==> src/rtl/mac_pe_v2_if.sv <==
// mac_pe_v2_if: control, operand and neighbour-forwarding bundle for one PE.
// master drives controls/operands and reads results; slave is the PE side.
interface mac_pe_v2_if #(
    parameter int DATA_WIDTH = 8,
    parameter int ACC_WIDTH  = 32,
    parameter int LANES      = 4
);
    logic                          clr;
    logic                          load_weight;
    logic                          swap_weight;
    logic                          signed_mode;
    logic                          act_valid_in;
    logic [LANES*DATA_WIDTH-1:0]   act_in;
    logic [LANES*DATA_WIDTH-1:0]   weight_in;
    logic [ACC_WIDTH-1:0]          psum_in;
    logic                          act_valid_out;
    logic [LANES*DATA_WIDTH-1:0]   act_out;
    logic [LANES*DATA_WIDTH-1:0]   weight_out;
    logic [ACC_WIDTH-1:0]          psum_out;
    logic                          psum_valid_out;
    logic                          sat_flag;

    modport master (
        output clr, load_weight, swap_weight, signed_mode,
        output act_valid_in, act_in, weight_in, psum_in,
        input  act_valid_out, act_out, weight_out,
        input  psum_out, psum_valid_out, sat_flag
    );

    modport slave (
        input  clr, load_weight, swap_weight, signed_mode,
        input  act_valid_in, act_in, weight_in, psum_in,
        output act_valid_out, act_out, weight_out,
        output psum_out, psum_valid_out, sat_flag
    );
endinterface

==> src/rtl/mac_pe_v2.sv <==
// mac_pe_v2: weight-stationary MAC PE with shadow/active weight banks,
// runtime signed/unsigned operands and an optional multiply stage.
// Ports: clk, rst_n (async active-low), bus (mac_pe_v2_if.slave):
//   in : clr, load_weight, swap_weight, signed_mode, act_valid_in,
//        act_in, weight_in, psum_in
//   out: act_valid_out, act_out, weight_out, psum_out,
//        psum_valid_out, sat_flag
// Macro SATURATE_EN: saturating accumulate with sticky sat_flag;
// when undefined the add wraps and sat_flag is tied 0.
module mac_pe_v2 #(
    parameter int DATA_WIDTH = 8,
    parameter int ACC_WIDTH  = 32,
    parameter int LANES      = 4,
    parameter int MULT_PIPE  = 1
) (
    input logic        clk,
    input logic        rst_n,
    mac_pe_v2_if.slave bus
);
    localparam int VW = LANES * DATA_WIDTH;
    localparam int PW = 2 * DATA_WIDTH;

    if (LANES < 1) begin : g_bad_lanes
        $error("mac_pe_v2: LANES must be >= 1");
    end
    if (ACC_WIDTH < PW + $clog2(LANES) + 1) begin : g_bad_acc
        $error("mac_pe_v2: ACC_WIDTH too narrow for the dot product");
    end

    // Extend both operands to PW, multiply, extend the product to ACC.
    // The PW-bit truncated product is exact for either signedness.
    function automatic logic [ACC_WIDTH-1:0] lane_prod(
        input logic [DATA_WIDTH-1:0] a,
        input logic [DATA_WIDTH-1:0] w,
        input logic                  sgn
    );
        logic [PW-1:0] ae;
        logic [PW-1:0] we;
        logic [PW-1:0] p;
        ae = sgn ? {{DATA_WIDTH{a[DATA_WIDTH-1]}}, a}
                 : {{DATA_WIDTH{1'b0}}, a};
        we = sgn ? {{DATA_WIDTH{w[DATA_WIDTH-1]}}, w}
                 : {{DATA_WIDTH{1'b0}}, w};
        p  = ae * we;
        return sgn ? {{(ACC_WIDTH-PW){p[PW-1]}}, p}
                   : {{(ACC_WIDTH-PW){1'b0}}, p};
    endfunction

    logic [VW-1:0] shadow_q, shadow_d;
    logic [VW-1:0] active_q, active_d;
    logic [VW-1:0] weight_out_q;
    logic [VW-1:0] act_out_q;
    logic          act_valid_out_q;

    always_comb begin
        shadow_d = bus.load_weight ? bus.weight_in : shadow_q;
        active_d = bus.swap_weight ? shadow_q : active_q;
    end

    always_ff @(posedge clk or negedge rst_n) begin
        if (!rst_n) begin
            shadow_q        <= '0;
            active_q        <= '0;
            weight_out_q    <= '0;
            act_out_q       <= '0;
            act_valid_out_q <= 1'b0;
        end else begin
            shadow_q        <= shadow_d;
            active_q        <= active_d;
            weight_out_q    <= shadow_q;
            act_out_q       <= bus.act_in;
            act_valid_out_q <= bus.act_valid_in;
        end
    end

    logic [ACC_WIDTH-1:0] dot_d;

    always_comb begin
        dot_d = '0;
        for (int i = 0; i < LANES; i++) begin
            dot_d = dot_d + lane_prod(
                bus.act_in[i*DATA_WIDTH +: DATA_WIDTH],
                active_q[i*DATA_WIDTH +: DATA_WIDTH],
                bus.signed_mode);
        end
    end

    // Stage S1: registered when MULT_PIPE, otherwise plain wires.
    logic                 s1_valid;
    logic                 s1_signed;
    logic [ACC_WIDTH-1:0] s1_dot;
    logic [ACC_WIDTH-1:0] s1_psum;

    if (MULT_PIPE != 0) begin : g_pipe
        logic                 s1_valid_q;
        logic                 s1_signed_q;
        logic [ACC_WIDTH-1:0] s1_dot_q;
        logic [ACC_WIDTH-1:0] s1_psum_q;

        always_ff @(posedge clk or negedge rst_n) begin
            if (!rst_n) begin
                s1_valid_q  <= 1'b0;
                s1_signed_q <= 1'b0;
                s1_dot_q    <= '0;
                s1_psum_q   <= '0;
            end else begin
                // clr flushes any product that would be in flight
                s1_valid_q  <= bus.act_valid_in & ~bus.clr;
                s1_signed_q <= bus.signed_mode;
                s1_dot_q    <= dot_d;
                s1_psum_q   <= bus.psum_in;
            end
        end

        assign s1_valid  = s1_valid_q;
        assign s1_signed = s1_signed_q;
        assign s1_dot    = s1_dot_q;
        assign s1_psum   = s1_psum_q;
    end else begin : g_comb
        assign s1_valid  = bus.act_valid_in;
        assign s1_signed = bus.signed_mode;
        assign s1_dot    = dot_d;
        assign s1_psum   = bus.psum_in;
    end

    logic [ACC_WIDTH-1:0] psum_q, psum_d;
    logic                 psum_valid_q, psum_valid_d;

`ifdef SATURATE_EN
    localparam logic [ACC_WIDTH-1:0] SMAX = {1'b0, {(ACC_WIDTH-1){1'b1}}};
    localparam logic [ACC_WIDTH-1:0] SMIN = {1'b1, {(ACC_WIDTH-1){1'b0}}};

    logic             sat_q, sat_d;
    logic [ACC_WIDTH:0] sum_ext;

    always_comb begin
        psum_d       = s1_psum;
        psum_valid_d = 1'b0;
        sat_d        = sat_q;
        sum_ext      = {1'b0, s1_psum} + {1'b0, s1_dot};
        if (bus.clr) begin
            psum_d = '0;
            sat_d  = 1'b0;
        end else if (s1_valid) begin
            psum_valid_d = 1'b1;
            psum_d       = sum_ext[ACC_WIDTH-1:0];
            if (s1_signed) begin
                // same-sign operands giving an opposite-sign result
                if (s1_psum[ACC_WIDTH-1] == s1_dot[ACC_WIDTH-1] &&
                    sum_ext[ACC_WIDTH-1] != s1_psum[ACC_WIDTH-1]) begin
                    psum_d = s1_psum[ACC_WIDTH-1] ? SMIN : SMAX;
                    sat_d  = 1'b1;
                end
            end else if (sum_ext[ACC_WIDTH]) begin
                psum_d = '1;
                sat_d  = 1'b1;
            end
        end
    end

    always_ff @(posedge clk or negedge rst_n) begin
        if (!rst_n) sat_q <= 1'b0;
        else        sat_q <= sat_d;
    end

    assign bus.sat_flag = sat_q;
`else
    // signedness only matters to the clamp logic
    logic unused_s1_signed;
    assign unused_s1_signed = s1_signed;

    always_comb begin
        psum_d       = s1_psum;
        psum_valid_d = 1'b0;
        if (bus.clr) begin
            psum_d = '0;
        end else if (s1_valid) begin
            psum_valid_d = 1'b1;
            psum_d       = s1_psum + s1_dot;
        end
    end

    assign bus.sat_flag = 1'b0;
`endif

    always_ff @(posedge clk or negedge rst_n) begin
        if (!rst_n) begin
            psum_q       <= '0;
            psum_valid_q <= 1'b0;
        end else begin
            psum_q       <= psum_d;
            psum_valid_q <= psum_valid_d;
        end
    end

    assign bus.psum_out       = psum_q;
    assign bus.psum_valid_out = psum_valid_q;
    assign bus.act_out        = act_out_q;
    assign bus.act_valid_out  = act_valid_out_q;
    assign bus.weight_out     = weight_out_q;
endmodule

==> src/flat_wrapper.sv <==
// flat-port wrapper written by rule: the top's interface ports become plain ports
module mac_pe_v2_flat 
#(
    parameter int DATA_WIDTH = 8,
    parameter int ACC_WIDTH  = 32,
    parameter int LANES      = 4,
    parameter int MULT_PIPE  = 1
)
  (clk, rst_n, bus_clr, bus_load_weight, bus_swap_weight, bus_signed_mode, bus_act_valid_in, bus_act_in, bus_weight_in, bus_psum_in, bus_act_valid_out, bus_act_out, bus_weight_out, bus_psum_out, bus_psum_valid_out, bus_sat_flag);
  mac_pe_v2_if #(.DATA_WIDTH(DATA_WIDTH), .ACC_WIDTH(ACC_WIDTH), .LANES(LANES)) bus_i ();
  input logic clk;
  input logic rst_n;
  input wire logic [$bits(bus_i.clr)-1:0] bus_clr;
  input wire logic [$bits(bus_i.load_weight)-1:0] bus_load_weight;
  input wire logic [$bits(bus_i.swap_weight)-1:0] bus_swap_weight;
  input wire logic [$bits(bus_i.signed_mode)-1:0] bus_signed_mode;
  input wire logic [$bits(bus_i.act_valid_in)-1:0] bus_act_valid_in;
  input wire logic [$bits(bus_i.act_in)-1:0] bus_act_in;
  input wire logic [$bits(bus_i.weight_in)-1:0] bus_weight_in;
  input wire logic [$bits(bus_i.psum_in)-1:0] bus_psum_in;
  output wire logic [$bits(bus_i.act_valid_out)-1:0] bus_act_valid_out;
  output wire logic [$bits(bus_i.act_out)-1:0] bus_act_out;
  output wire logic [$bits(bus_i.weight_out)-1:0] bus_weight_out;
  output wire logic [$bits(bus_i.psum_out)-1:0] bus_psum_out;
  output wire logic [$bits(bus_i.psum_valid_out)-1:0] bus_psum_valid_out;
  output wire logic [$bits(bus_i.sat_flag)-1:0] bus_sat_flag;
  assign bus_i.clr = bus_clr;
  assign bus_i.load_weight = bus_load_weight;
  assign bus_i.swap_weight = bus_swap_weight;
  assign bus_i.signed_mode = bus_signed_mode;
  assign bus_i.act_valid_in = bus_act_valid_in;
  assign bus_i.act_in = bus_act_in;
  assign bus_i.weight_in = bus_weight_in;
  assign bus_i.psum_in = bus_psum_in;
  assign bus_act_valid_out = bus_i.act_valid_out;
  assign bus_act_out = bus_i.act_out;
  assign bus_weight_out = bus_i.weight_out;
  assign bus_psum_out = bus_i.psum_out;
  assign bus_psum_valid_out = bus_i.psum_valid_out;
  assign bus_sat_flag = bus_i.sat_flag;
  mac_pe_v2 #(.DATA_WIDTH(DATA_WIDTH), .ACC_WIDTH(ACC_WIDTH), .LANES(LANES), .MULT_PIPE(MULT_PIPE)) u_core (.clk(clk), .rst_n(rst_n), .bus(bus_i));
endmodule
==> config.mk <==
export PLATFORM = sky130hd
export DESIGN_NAME = mac_pe_v2_flat
export DESIGN_NICKNAME = d
export VERILOG_FILES = /design/src/rtl/mac_pe_v2_if.sv /design/src/rtl/mac_pe_v2.sv /design/src/flat_wrapper.sv
export SDC_FILE = /design/constraint.sdc
export NUM_CORES = 1
export LEC_CHECK = 0
export CORE_MARGIN = 2
export CORE_UTILIZATION = 45
export DETAILED_ROUTE_END_ITERATION = 16
export GPL_TIMING_DRIVEN = 0
export SYNTH_ARGS = -nofsm -noshare
export SYNTH_HDL_FRONTEND = slang
export SYNTH_SLANG_ARGS = --single-unit
==> constraint.sdc <==
create_clock -name clk -period 7.95 [get_ports clk]
set_input_delay 1.59 -clock clk [delete_from_list [all_inputs] [get_ports clk]]
set_output_delay 1.59 -clock clk [all_outputs]
set_load 0.03 [all_outputs]
==> flow_summary_export.csv <==
group,metric,value,unit
grt,grt_start_max_net_pins,126,
route,via_count,16600,
timing,clock-skew-final,22.1,ps
timing,hold_viol_final,0,
grt,initial_antenna_violation_count,0,
run,maxCapViolations,0,
synth,synthesis.instances,2408,
worst_setup_path,timing.critical_path.from_type,"primary input",
place,area_of_placed_instances,27400,sq um
clocking,tritoncts_buffers,27,
floorplanning,io-pin-count,202,
synth,synth_async_sr_flop_share,100,%
clocking,insertion_delay,590,ps
worst_setup_path,end_kind,"register",
synth,syn-cell-area,24300,sq um
timing,grt_setup_unrepaired,"true",
final_layout,fillerInstances,4848,
grt,grt_first_pass_wirelength,91500,um
clocking,cts.sinks,227,
hold_path,worst_hold_path_type,"reg2reg",
route,first_iteration_detailed_routing_drc_count,557,
route,vias_per_cell,4.91,
synth,postSynth.topFlopCell,"sky130_fd_sc_hd__dfrtp_1",
final_layout,syn2layout_area_growth,20.8,%
clocking,maximum_number_of_buffers_from_clock_root_to_sink,3,
final_layout,antenna_cells_inserted,0,
route,totalWireLength,55100,um
clocking,ctsHtreeMaxLevel,1,
synth,synth_cell_type_count,56,
floorplanning,vertical_die_dimension,236,um
worst_setup_path,timing.critical_path.fanout_max,7,
clocking,cts_hold_buf,0,
place,post-dp-hpwl,44400,um
timing,timing.fmax,0.117,GHz
synth,synth_nets,3095,
final_layout,multiInputGateArea,17200,sq um
timing,finalHoldWorstSlack,393,ps
place,place_inst,3303,
floorplanning,starting_density_of_the_core,45.4,%
floorplanning,dieArea,55900,sq um
timing,timing_max_transition_violations_final,0,
clocking,cts_root_buffer,"sky130_fd_sc_hd__clkbuf_16",
worst_setup_path,crit_path_top_delay_cell,"sky130_fd_sc_hd__fa_1",
final_layout,ff_latch_area,5680,sq um
route,detail_route.wl_per_cell,16.3,um
grt,grt_pass1_vias,17800,
worst_setup_path,cp_data_required_time,8410,ps
floorplanning,die_w,236,um
worst_setup_path,crit_path_max_incr_delay,550,ps
timing,timing.final.crit_share,108,%
route,drt_drc_violations_left,0,
worst_setup_path,cp.arrival,9010,ps
place,gp_congestion,0.877,
final_layout,fin_nets,3353,
grt,track_usage,20.3,%
final_layout,layoutNonFillerInstCount,3383,
timing,setup_viol,18,
worst_setup_path,worstSetupPathType,"in2reg",
floorplanning,core,53600,sq um
synth,avg_synthesized_cell_area,10.1,sq um
synth,fraction_of_the_yosys_area_taken_by_sequential_cells,23.4,%
timing,worst_pin_slew,1040,ps
run_status,status,"complete, but fails checks",
synth,count_of_warnings_emitted_by_yosys,0,
timing,max_slew_margin,30.9,%
route,final_antenna_net_count,0,
final_layout,final_layout_size_suffix_gt1_share,11.3,%
grt,globalRouteOverflowTotal,0,
floorplanning,rows,85,
final_layout,final_util,54.8,%
route,number_of_detailed_routing_iterations_run_before_antenna_repair,5,
clocking,cts.clk_slew.worst_paths,60,ps
clocking,tritoncts_clock_tree,"done",
timing,final.min_clock_period,8550,ps
final_layout,layout.cell_area.non_filler,29400,sq um
run_status,failing_checks,"negative setup slack",
synth,synth-edff-count,0,
timing,final_critical_path_setup_slack,-599,ps
place,port_buffers,198,
synth,synth.ff_latch_count,227,
worst_setup_path,worst_path_most_repeated_cell,"sky130_fd_sc_hd__fa_1",
[synthesized netlist by cell type (2+ instances only)]
cell                       number  area share (%)
sky130_fd_sc_hd__a211oi_1       5            0.15
sky130_fd_sc_hd__a21boi_0      10            0.31
sky130_fd_sc_hd__a21o_1        38             1.2
sky130_fd_sc_hd__a21oi_1       51             1.0
sky130_fd_sc_hd__a21oi_2        2           0.072
sky130_fd_sc_hd__a221o_1        2           0.082
sky130_fd_sc_hd__a22o_1         2           0.072
sky130_fd_sc_hd__a31oi_1       11            0.28
sky130_fd_sc_hd__a32o_1         2           0.082
sky130_fd_sc_hd__and2_1       215             5.5
sky130_fd_sc_hd__and3_1        31            0.80
sky130_fd_sc_hd__and4_1         3            0.11
sky130_fd_sc_hd__buf_1          7            0.11
sky130_fd_sc_hd__clkbuf_1      46            0.71
sky130_fd_sc_hd__dfrtp_1      227              23
sky130_fd_sc_hd__fa_1         326              27
sky130_fd_sc_hd__ha_1         258              13
sky130_fd_sc_hd__inv_1        541             8.4
sky130_fd_sc_hd__mux2_2        64             3.0
sky130_fd_sc_hd__mux2i_1       25             1.0
sky130_fd_sc_hd__nand2_1      122             1.9
sky130_fd_sc_hd__nand2b_1      12            0.31
sky130_fd_sc_hd__nand3_1       13            0.27
sky130_fd_sc_hd__nand3b_1       2           0.062
sky130_fd_sc_hd__nor2_1        86             1.3
sky130_fd_sc_hd__nor2b_1       16            0.41
sky130_fd_sc_hd__nor3_1        14            0.29
sky130_fd_sc_hd__nor4_1         2           0.051
sky130_fd_sc_hd__o211ai_1       3           0.093
sky130_fd_sc_hd__o21a_1         6            0.19
sky130_fd_sc_hd__o21ai_0       53             1.1
sky130_fd_sc_hd__o21ai_1        4           0.082
sky130_fd_sc_hd__o21ai_2        2           0.072
sky130_fd_sc_hd__o21bai_1       5            0.15
sky130_fd_sc_hd__o41ai_1        8            0.29
sky130_fd_sc_hd__o41ai_4        2            0.23
sky130_fd_sc_hd__or2_2          5            0.13
sky130_fd_sc_hd__xnor2_1      138             5.0
sky130_fd_sc_hd__xor2_1        32             1.2
[per-layer routing]
layer  part of all wire, %  global-route usage [%]  routed length [um]  up-vias
met5                     0                       0                   0        -
met3                   3.0                    2.29                1650       56
met4                   2.8                    5.26                1520        0
li1                      -                       -                   -     7926
met2                    50                    35.1               27400      241
met1                    44                    27.3               24500     8377
[layout by cell type (no fill, tap or decap), types with 8 or more instances in the layout]
cell and n:
sky130_fd_sc_hd__inv_1 531, sky130_fd_sc_hd__nor3_1 11, sky130_fd_sc_hd__dfrtp_1 227, sky130_fd_sc_hd__fa_1 322, sky130_fd_sc_hd__mux2i_1 25, sky130_fd_sc_hd__xnor2_1 119
sky130_fd_sc_hd__nand3_1 12, sky130_fd_sc_hd__dlymetal6s2s_1 8, sky130_fd_sc_hd__dlygate4sd2_1 15, sky130_fd_sc_hd__inv_2 9, sky130_fd_sc_hd__a31oi_1 10, sky130_fd_sc_hd__o21ai_1 11
sky130_fd_sc_hd__mux2_2 64, sky130_fd_sc_hd__clkbuf_16 31, sky130_fd_sc_hd__o21ai_0 37, sky130_fd_sc_hd__buf_4 34, sky130_fd_sc_hd__ha_1 237, sky130_fd_sc_hd__and2_1 212
sky130_fd_sc_hd__clkbuf_1 27, sky130_fd_sc_hd__nand2_1 117, sky130_fd_sc_hd__xor2_1 30, sky130_fd_sc_hd__nand2b_1 11, sky130_fd_sc_hd__clkdlybuf4s50_1 166, sky130_fd_sc_hd__and3_1 23
sky130_fd_sc_hd__nor2_1 80, sky130_fd_sc_hd__ha_4 19, sky130_fd_sc_hd__a21o_1 38, sky130_fd_sc_hd__nor2b_1 11, sky130_fd_sc_hd__xnor2_2 19, sky130_fd_sc_hd__o21ai_2 10
sky130_fd_sc_hd__a21oi_1 45
[state kept, by name, indices dropped and copies added (netlist names), 32 cells and up]
| register | count |
|---|---|
| u_core.active_q | 32 |
| u_core.shadow_q | 32 |
| u_core.g_pipe.s1_dot_q | 32 |
| u_core.g_pipe.s1_psum_q | 32 |
| u_core.bus.act_out | 32 |
| u_core.bus.psum_out | 32 |
| u_core.bus.weight_out | 32 |
[final cells by class]
class,instances,share of cell area (%)
well taps,696,2.96
inverters,541,6.92
repair buffers,235,7.83
clock inverters,21,0.958
flip-flops and latches,227,19.3
plain buffers,49,1.20
multi-input cells,1585,58.4
clock buffers,29,2.36
[final timing paths]
check                      cells past startpoint                             from                                    to  slack [ps]
min reg2reg                                    0  u_core.shadow_q[24]$_DFFE_PN0P_   u_core.bus.weight_out[24]$_DFF_PN0_         390
min                                            0  u_core.shadow_q[24]$_DFFE_PN0P_   u_core.bus.weight_out[24]$_DFF_PN0_         390
max reg2reg                                   26   u_core.active_q[7]$_DFFE_PN0P_  u_core.g_pipe.s1_dot_q[19]$_DFF_PN0_          70
max                                           34                  bus_signed_mode  u_core.g_pipe.s1_dot_q[24]$_DFF_PN0_        -600
min in group asynchronous                      1                            rst_n   u_core.bus.weight_out[19]$_DFF_PN0_        1000
max in group asynchronous                      2                            rst_n      u_core.bus.act_out[14]$_DFF_PN0_        5870
[worst max-delay path: cells and delay by family]
| family | cells | cell delay, ps |
|---|---|---|
| fa+ha+maj | 10 | 4510 |
| buf+inv | 15 | 1290 |
| simple gates | 2 | 230 |
| xor+xnor | 1 | 150 |
| compound gates | 6 | 1220 |
[stage by stage]
stage	worst slack (ps)	setup TNS, ps
6_report	-599	-9360
5_1_grt	-848	-13710
4_1_cts	-685	-10780
3_5_place_dp	-2240	-41340
3_3_place_gp	-4270	-996940
2_1_floorplan	-825	-12640
[cell families (layout without fill, tap and decap cells)]
family / Yosys count / count (layout) / synth area share (%)
buf+inv: 596 / 875 / 9.22
fa+ha+maj: 584 / 584 / 40.1
simple gates: 526 / 526 / 11.3
flops: 227 / 227 / 23.4
compound gates: 215 / 215 / 5.85
xor+xnor: 170 / 170 / 6.12
mux: 89 / 89 / 3.99
other cells: 1 / 1 / 0.0154
[what timing repair did]
| action | CTS | global route |
|---|---|---|
| pin swaps | 29 | 45 |
| setup endpoints to repair | 21 | 20 |
| cloned | 1 | 0 |
| resized for setup | 103 | 117 |
| buffers inserted | 20 | 15 |
Power is left out: the tool's default activity adds up to more than one toggle a clock period on the data nets, which glitch-free logic cannot reach.
